**src/rtl/dmem_uart_dump.sv**
```systemverilog
// ---------------------------------------------------------------------------
// dmem_uart_dump
//
// Purpose:
//   Streams the whole data memory out of a UART TX pin, one word at a time.
//   The host receives a sync byte followed by every word, high byte first.
//   Each byte is sent as an 8N1 frame, and frames follow each other with no
//   idle gap. Words are read through the core's data-memory debug port. Each
//   word is latched once, just before its high byte starts, so that a slow
//   (registered) debug read has plenty of time to settle.
//
// Ports:
//   clk        - system clock
//   reset      - synchronous, active-high reset; aborts a dump in progress
//   start      - request a dump (only looked at while idle, never queued)
//   debug_addr - word address driven to the data-memory debug port
//   debug_data - word returned by the debug port
//   tx         - UART serial output, idles high
//   busy       - high for the whole duration of a dump
//   done       - single-cycle pulse after the last stop bit
//
// Parameters:
//   CLKS_PER_BIT - clock cycles per UART bit (must be >= 2)
//   ADDR_W       - debug address width
//   DATA_W       - debug data width (the byte split assumes 16)
//   NUM_WORDS    - number of words dumped, 1..2**ADDR_W
//   SYNC_BYTE    - first byte of every dump
// ---------------------------------------------------------------------------
module dmem_uart_dump #(
  parameter int          CLKS_PER_BIT = 868,
  parameter int          ADDR_W       = 7,
  parameter int          DATA_W       = 16,
  parameter int          NUM_WORDS    = 128,
  parameter logic [7:0]  SYNC_BYTE    = 8'hA5
) (
  input  logic              clk,
  input  logic              reset,
  input  logic              start,
  output logic [ADDR_W-1:0] debug_addr,
  input  logic [DATA_W-1:0] debug_data,
  output logic              tx,
  output logic              busy,
  output logic              done
);

  localparam int                BAUD_W    = (CLKS_PER_BIT > 2) ? $clog2(CLKS_PER_BIT) : 1;
  localparam logic [BAUD_W-1:0] BAUD_LAST = BAUD_W'(CLKS_PER_BIT - 1);
  localparam logic [ADDR_W-1:0] LAST_ADDR = ADDR_W'(NUM_WORDS - 1);

  // Bit positions inside a frame: 0 is the start bit, 1..8 are the data
  // bits and 9 is the stop bit.
  localparam logic [3:0] BIT_LAST_DATA = 4'd8;
  localparam logic [3:0] BIT_STOP      = 4'd9;

  typedef enum logic [1:0] {
    ST_IDLE,
    ST_SEND,
    ST_DONE
  } state_t;

  // Which byte of the stream is currently on the wire.
  typedef enum logic [1:0] {
    BYTE_SYNC,
    BYTE_HI,
    BYTE_LO
  } byte_kind_t;

  state_t            state;
  byte_kind_t        byte_kind;
  logic [BAUD_W-1:0] baud_cnt;
  logic [3:0]        bit_cnt;
  logic [DATA_W-1:0] word_reg;
  logic              last_word;
  logic [7:0]        cur_byte;

  // The byte being serialised. It comes straight from the captured word
  // (or the sync constant), so later changes on debug_data cannot alter a
  // byte that is already in flight.
  always_comb begin
    cur_byte = SYNC_BYTE;
    case (byte_kind)
      BYTE_HI: cur_byte = word_reg[DATA_W-1 -: 8];
      BYTE_LO: cur_byte = word_reg[7:0];
      default: cur_byte = SYNC_BYTE;
    endcase
  end

  // Single FSM with registered outputs.
  //
  // The baud counter runs once per bit. When it wraps, tx is loaded with
  // the level of the next bit, so every bit lasts exactly CLKS_PER_BIT
  // cycles. The stop bit of one byte is followed directly by the start bit
  // of the next byte, which keeps the frames back to back.
  //
  // Address and data sequencing:
  //  - The end of a SYNC or LO byte is the capture point for the next word.
  //    At that point the address has been stable for a full frame.
  //  - The end of a HI byte advances the address. The next word's read
  //    therefore has the whole LO frame to complete.
  //  - On the last word the address stays where it is, and last_word marks
  //    that the following LO byte finishes the dump.
  always_ff @(posedge clk) begin
    if (reset) begin
      state      <= ST_IDLE;
      byte_kind  <= BYTE_SYNC;
      baud_cnt   <= '0;
      bit_cnt    <= '0;
      word_reg   <= '0;
      last_word  <= 1'b0;
      debug_addr <= '0;
      tx         <= 1'b1;
      busy       <= 1'b0;
      done       <= 1'b0;
    end else begin
      done <= 1'b0;
      case (state)
        ST_IDLE: begin
          if (start) begin
            state      <= ST_SEND;
            byte_kind  <= BYTE_SYNC;
            baud_cnt   <= '0;
            bit_cnt    <= '0;
            last_word  <= 1'b0;
            debug_addr <= '0;
            tx         <= 1'b0;
            busy       <= 1'b1;
          end
        end

        ST_SEND: begin
          if (baud_cnt != BAUD_LAST) begin
            baud_cnt <= baud_cnt + 1'b1;
          end else begin
            baud_cnt <= '0;
            if (bit_cnt < BIT_LAST_DATA) begin
              // Leaving the start bit or a data bit: put the next data bit
              // on the wire.
              tx      <= cur_byte[bit_cnt[2:0]];
              bit_cnt <= bit_cnt + 1'b1;
            end else if (bit_cnt == BIT_LAST_DATA) begin
              tx      <= 1'b1;
              bit_cnt <= BIT_STOP;
            end else begin
              // End of the stop bit: either start the next byte or finish.
              bit_cnt <= '0;
              if (byte_kind == BYTE_HI) begin
                tx        <= 1'b0;
                byte_kind <= BYTE_LO;
                if (debug_addr == LAST_ADDR) begin
                  last_word <= 1'b1;
                end else begin
                  debug_addr <= debug_addr + 1'b1;
                end
              end else if (byte_kind == BYTE_LO && last_word) begin
                state      <= ST_DONE;
                tx         <= 1'b1;
                busy       <= 1'b0;
                done       <= 1'b1;
                debug_addr <= '0;
              end else begin
                tx        <= 1'b0;
                word_reg  <= debug_data;
                byte_kind <= BYTE_HI;
              end
            end
          end
        end

        ST_DONE: begin
          state <= ST_IDLE;
        end

        default: begin
          state <= ST_IDLE;
          tx    <= 1'b1;
          busy  <= 1'b0;
        end
      endcase
    end
  end

endmodule

```
**config.mk**
```make
export PLATFORM = sky130hd
export DESIGN_NAME = dmem_uart_dump
export DESIGN_NICKNAME = d
export VERILOG_FILES = /design/src/rtl/dmem_uart_dump.sv
export SDC_FILE = /design/constraint.sdc
export NUM_CORES = 1
export LEC_CHECK = 0
export BUFFER_PORTS_ARGS = -buffer_cell sky130_fd_sc_hd__buf_2
export CORE_MARGIN = 2
export CORE_UTILIZATION = 61
export CTS_CLUSTER_SIZE = 28
export DETAILED_ROUTE_END_ITERATION = 10
export GPL_TIMING_DRIVEN = 0
export PLACE_DENSITY = 0.87
export SETUP_SLACK_MARGIN = 0.15
export SLEW_MARGIN = 5
export SYNTH_ARGS = -nofsm -noshare
export SYNTH_HDL_FRONTEND = slang
export SYNTH_SLANG_ARGS = --single-unit
```
**constraint.sdc**
```tcl
create_clock -name clk -period 4.8 [get_ports clk]
set_input_delay 0.24 -clock clk [delete_from_list [all_inputs] [get_ports clk]]
set_output_delay 0.24 -clock clk [all_outputs]
set_load 0.05 [all_outputs]
```
# Word level (Yosys, flattened, before mapping)
# Cells that the tools add are included.
# op_classes
bitwise_logic	7
add_sub_neg	3
muxes	53
n_lt_le_gt_ge	2
n_eq_ne	18
n_reduce_logical	13
# ops
cell	count
2-to-1 mux 7 bit	7
2-to-1 mux 2 bit	12
AND reduction 7 bit	3
2-to-1 mux 10 bit	2
case mux 10 bit (2 select lines)	1
2-to-1 mux 1 bit	18
AND reduction 6 bit	3
2-to-1 mux 4 bit	4
inequality test 2 bit (second input constant)	8
case mux 8 bit (2 select lines)	1
case mux 7 bit (2 select lines)	1
adder 10 x 1 -> 10 bit (second input constant)	1
inequality test 10 bit (second input constant)	1
inequality test 3 bit (second input constant)	3
case mux 2 bit (2 select lines)	2
case mux 4 bit (2 select lines)	1
adder 7 x 1 -> 7 bit (second input constant)	1
equality test 7 bit (second input constant)	1
NOT 1 bit	7
case mux 1 bit (3 select lines)	2
AND reduction 3 bit	2
OR reduction 5 bit	1
adder 4 x 1 -> 4 bit (second input constant)	1
equality test 2 x 1 -> 1 bit (second input constant)	2
10 further kinds	11
# word_totals
ff_bits	45
wordCells	106

# Logic depth before layout (Yosys ltp)
# depth
word_depth	8
ltp_mapped	8
depth_no_buf	7

# Worst setup path after synthesis
# OpenSTA, ideal clock, no wires.
# synth_path
path_kind	reg-to-reg
startpoint	register baud_cnt[0]
endpoint	register debug_addr[2]
arrival_ns	2.068
slack_ns	2.607
setup_time_ns	0.125
n_path_buf	1
path_stages_with_launch	8
synth_period_minus_slack_ns	2.193
t_required_ns	4.675
cell_sequence	dfxtp_1 ha_1 nand4_1 or4_4 or4_1 buf_2 nand3_1 mux2i_1
# synth_between
elab_chain_cells	3
# synth_lines
item	line	source
from (decl)	70	logic [BAUD_W-1:0] baud_cnt;
from (signal assigned)	132	baud_cnt <= baud_cnt + 1'b1;
inequality test 10 bit	131	if (baud_cnt != BAUD_LAST) begin
inequality test 2 bit (no source line)	--	
AND reduction 7 bit (no source line)	--	
to (signal assigned)	152	debug_addr <= debug_addr + 1'b1;
to (decl)	39	output logic [ADDR_W-1:0] debug_addr,
# Every way passes these cells.
# A chain may end at the register's enable or synchronous reset.

# Worst setup path in the final report
# layout_path
startpoint	register baud_cnt[0]
endpoint	register bit_cnt[0]
# layout_between
elab_chain_cells	3
# layout_lines
item	line	source
inequality test 10 bit	131	
inequality test 2 bit (no source line)	--	
AND reduction 3 bit (no source line)	--	
to (signal assigned)	139	bit_cnt <= bit_cnt + 1'b1;
to (decl)	71	logic [3:0] bit_cnt;
# Every way passes these cells.

==> metrics.md <==
| Metric | Value |
|---|---|
| Crit path launch | baud_cnt[0] |
| Starting Density | roughly 63% |
| LEAKAGE | 1.05 nW |
| Post-CTS Setup Bufs | 0 |
| Critical Path AT | 2720 ps |
| Sw Ratio | 27.9% |
| Site row count | 22 |
| R2r endpoint | bit_cnt[0] |
| Req. time, crit path | about 5000 ps |
| Slowest stage delay, CP | 550 ps |
| Status | finished, final reports clean |
| Die Y | 65.2 um |
| Internal Power | 0.508 mW |
| CTS tree | done |
| Tmin final | 2510 ps |
| Die area | ~4200 um^2 |
| FF-to-FF path depth | 6 |
| Leading area contributor after synthesis | dfxtp_1 |
| Placer's final routability congestion estimate | 0.892 |
| Comb power frac | 10.2% |
| Final hold vios | 0 |
| RSZ-0062 raised after global routing | false |
| Area growth syn-to-layout | 12.7% |
| Sequential element share of the synthesized area | 39.5% |
| Relative slew margins | 57.4% |
| Count of state elements after synthesis | 45 |
| FF-to-FF Start | baud_cnt[0] |
| Clock power share | 35.4% |
| Inserted Diodes | 0 |
| Min-Delay Startpoint | debug_data[5] |
| DR iter-0 viols | between 200 and 300 |
| Layout net count | 329 |
| Mapped Nets | approximately 300 |
| Switching power | roughly 0.20 mW |
| Ys async rst share | 0% |
| Avg WL per Cell | 14.7 um |
| Crit path max-delay cell type | or4_4 |
| Post-CTS Hold Fix Bufs | 0 |
| Setup Crit Path Kind | reg2reg |
| Worst setup EP type | register |
| Core ar. | 3630 um^2 |
| Crit-path max FO | 8 |
| Power Dens Cells | 274 nW/um^2 |
| Clock Skew | about 6.6 ps |
| Clk pin slew, worst setup/hold paths | around 90 ps |
| Setup crit start kind | register |
| Avg Vias per Cell | ~6.0 |
| Post-Syn Instances | 270 |
| Largest net degree at the start of global routing | 17 |
| Synth unique cells | 43 |
| Total Negative Setup Slacks | 0 ps |
| Max Cap Viol | 0 |
| Maximum buffer depth of the clock tree | 2 |
| Mean Syn Cell Area | 8.46 um^2 |
| Sequential fraction of design power | 54.4% |
| Die width | 65.2 um |
| CTS sink count | 45 |
| Final setup viols | 0 |
| Grt total ovfl | 0 |
| IO Port Bufs | 27 |
| ANT nets after route | 0 |
| Slew Viols, Final | 0 |
| Layout cells sized above 1 | 13.8% |
| Top cell type's share of synthesized area | between 30% and 40% |
| Hold path cells | 3 |
| Worst ir drop on vdd | 235 uV |
| Fin Hold WS | 159 ps |
| # IOs | 29 |
| Vias in the first global route | 1,971 |
| Synth top area cells | dfxtp_1 39%, mux2i_1 9.6%, nor2_1 5.6% |
| GRT Overall Usage | 27.0% |
| Final period utilization | 52.3% |
| Fmax | 398 MHz |
| Number of buffers created by CTS | 5 |
| Most common flop cell mapped by yosys | dfxtp_1 |
| FF-to-FF setup slack | 2290 ps |
| HPWL Detailed | 3.69 mm |
| Routed vias | 2,120 |
| Drt pass-1 iters | 4 |
| Max FFs per register | 16 |
| Global-route wire length before repair | 9.03 mm |
| # resized after CTS | 0 |
| Drt total wl | 5.20 mm |
| Hold Crit Class | in2reg |
| Antenna violations before repair | 0 |
| DRC Markers | 0 |
| Root Buffer Master | clkbuf_8 |
| CP Cell Sequence | ha_1 -> nand4_1 -> or4_4 -> a21oi_1 -> a31oi_1 -> a311oi_1 |
| # fillers | 314 |
| Worst skew pair latency | 310 ps |
| Ys Warns | 0 |
| Netlist Area Pre-Place | 2280 um^2 |
| Count of flip-flops with a built-in enable after synthesis | 0 |
| Depth of the CTS H-tree | 2 |
| WHS Endpoint | word_reg[5] |
| Worst-Margin Slew | 639 ps |
power by group through the flow:
| stage | Combinational [mW] | Clock [mW] | Sequential, mW |
|---|---|---|---|
| 2_1_floorplan | 0.0422 | 0 | 0.397 |
| 3_3_place_gp | 0.0694 | 0 | 0.391 |
| 3_5_place_dp | 0.0710 | 0 | 0.392 |
| 4_1_cts | 0.0713 | 0.252 | 0.383 |
| 5_1_grt | 0.0802 | 0.267 | 0.384 |
| 6_report | 0.0722 | 0.249 | 0.383 |
critical path: cells and delay by family (launching register included):
| kind | cells | cell delay, ps |
|---|---|---|
| AOI/OAI and AO/OA | 3 | 980 |
| adders and majority gates | 1 | 290 |
| DFF | 1 | 410 |
| and+or+nand+nor | 2 | 730 |
cells by family (layout without fill, tap and decap cells):
| family | count (synthesis) | in the layout | share of synthesized area (%) |
|---|---|---|---|
| buffers and inverters | 21 | 56 | 3.56 |
| and+or+nand+nor | 111 | 111 | 25.2 |
| DFF | 45 | 45 | 39.5 |
| AOI/OAI and AO/OA | 62 | 62 | 17.8 |
| muxes | 22 | 22 | 9.64 |
| xor gates and xnor gates | 3 | 3 | 1.15 |
| adders and majority gates | 6 | 6 | 3.29 |
synth_stat cells, drive strengths merged, types with 2 or more instances:
cell / instances
nand2b: 3
xnor2: 2
a221oi: 7
mux2i: 22
a22oi: 3
nor3: 11
buf: 2
a21oi: 21
dfxtp: 45
a211oi: 2
nor2: 34
and2: 2
a311oi: 3
and3: 4
o211a: 2
a21o: 2
a31oi: 4
nand2: 14
nand3b: 7
o21ai: 11
nand4: 6
inv: 6
ha: 6
or4: 5
nor4: 3
a21boi: 2
nor2b: 2
nand3: 15
clkbuf: 12
through the flow:
stage / total power [mW] / setup WS (ps) / instances / cell area, um^2 / util (%)
final: 0.705 / 2290 / 353 / 2570 / 70.8
after floorplan: 0.440 / 2610 / 270 / 2280 / -
after CTS: 0.706 / 2370 / 353 / 2570 / 70.8
after global routing: 0.731 / 2090 / 353 / 2570 / 70.8
after global placement: 0.461 / 2440 / 345 / 2480 / 68.2
after detailed placement: 0.463 / 2400 / 345 / 2480 / 68.2
layout by cell type, fill, tap and decap left out, drive strengths merged, types with 2 or more instances in the layout:
master   n
dfxtp   45
nor2    34
buf     29
mux2i   22
a21oi   21
clkbuf  17
nand3   15
nand2   14
nor3    11
o21ai   11
inv      8
nand3b   7
a221oi   7
nand4    6
ha       6
or4      5
and3     4
a31oi    4
nand2b   3
a311oi   3
a22oi    3
nor4     3
nor2b    2
and2     2
a21boi   2
xnor2    2
o211a    2
a21o     2
a211oi   2
final cells by class:
| type | count | area [um^2] | area share (%) |
|---|---|---|---|
| multi-input combinational | 204 | 1300 | 50.6 |
| sequential | 45 | 901 | 35.0 |
| timing repair buffer | 27 | 135 | 5.25 |
| clock buffer | 5 | 68.8 | 2.68 |
| tap | 48 | 60.1 | 2.33 |
| buffer | 14 | 55.1 | 2.14 |
| inverter | 7 | 26.3 | 1.02 |
| clock inverter | 3 | 25.0 | 0.973 |
worst max-delay path by stage:
| stage | endpoint | slack (ps) |
|---|---|---|
| after global routing | debug_addr[2] | 2090 |
| final | bit_cnt[0] | 2290 |
| after detailed placement | bit_cnt[0] | 2400 |
| after global placement | debug_addr[2] | 2440 |
| after floorplan | debug_addr[2] | 2610 |
| after CTS | bit_cnt[0] | 2370 |
per-layer routing:
layer	part of all wire, %	global-route usage (%)	vias to the layer above
met2	46	43.5	61
met3	4.6	5.65	11
met5	0	0	-
li1	-	-	1065
met4	1.8	9.90	0
met1	47	35.7	983
(Power assumes the default switching activity.)
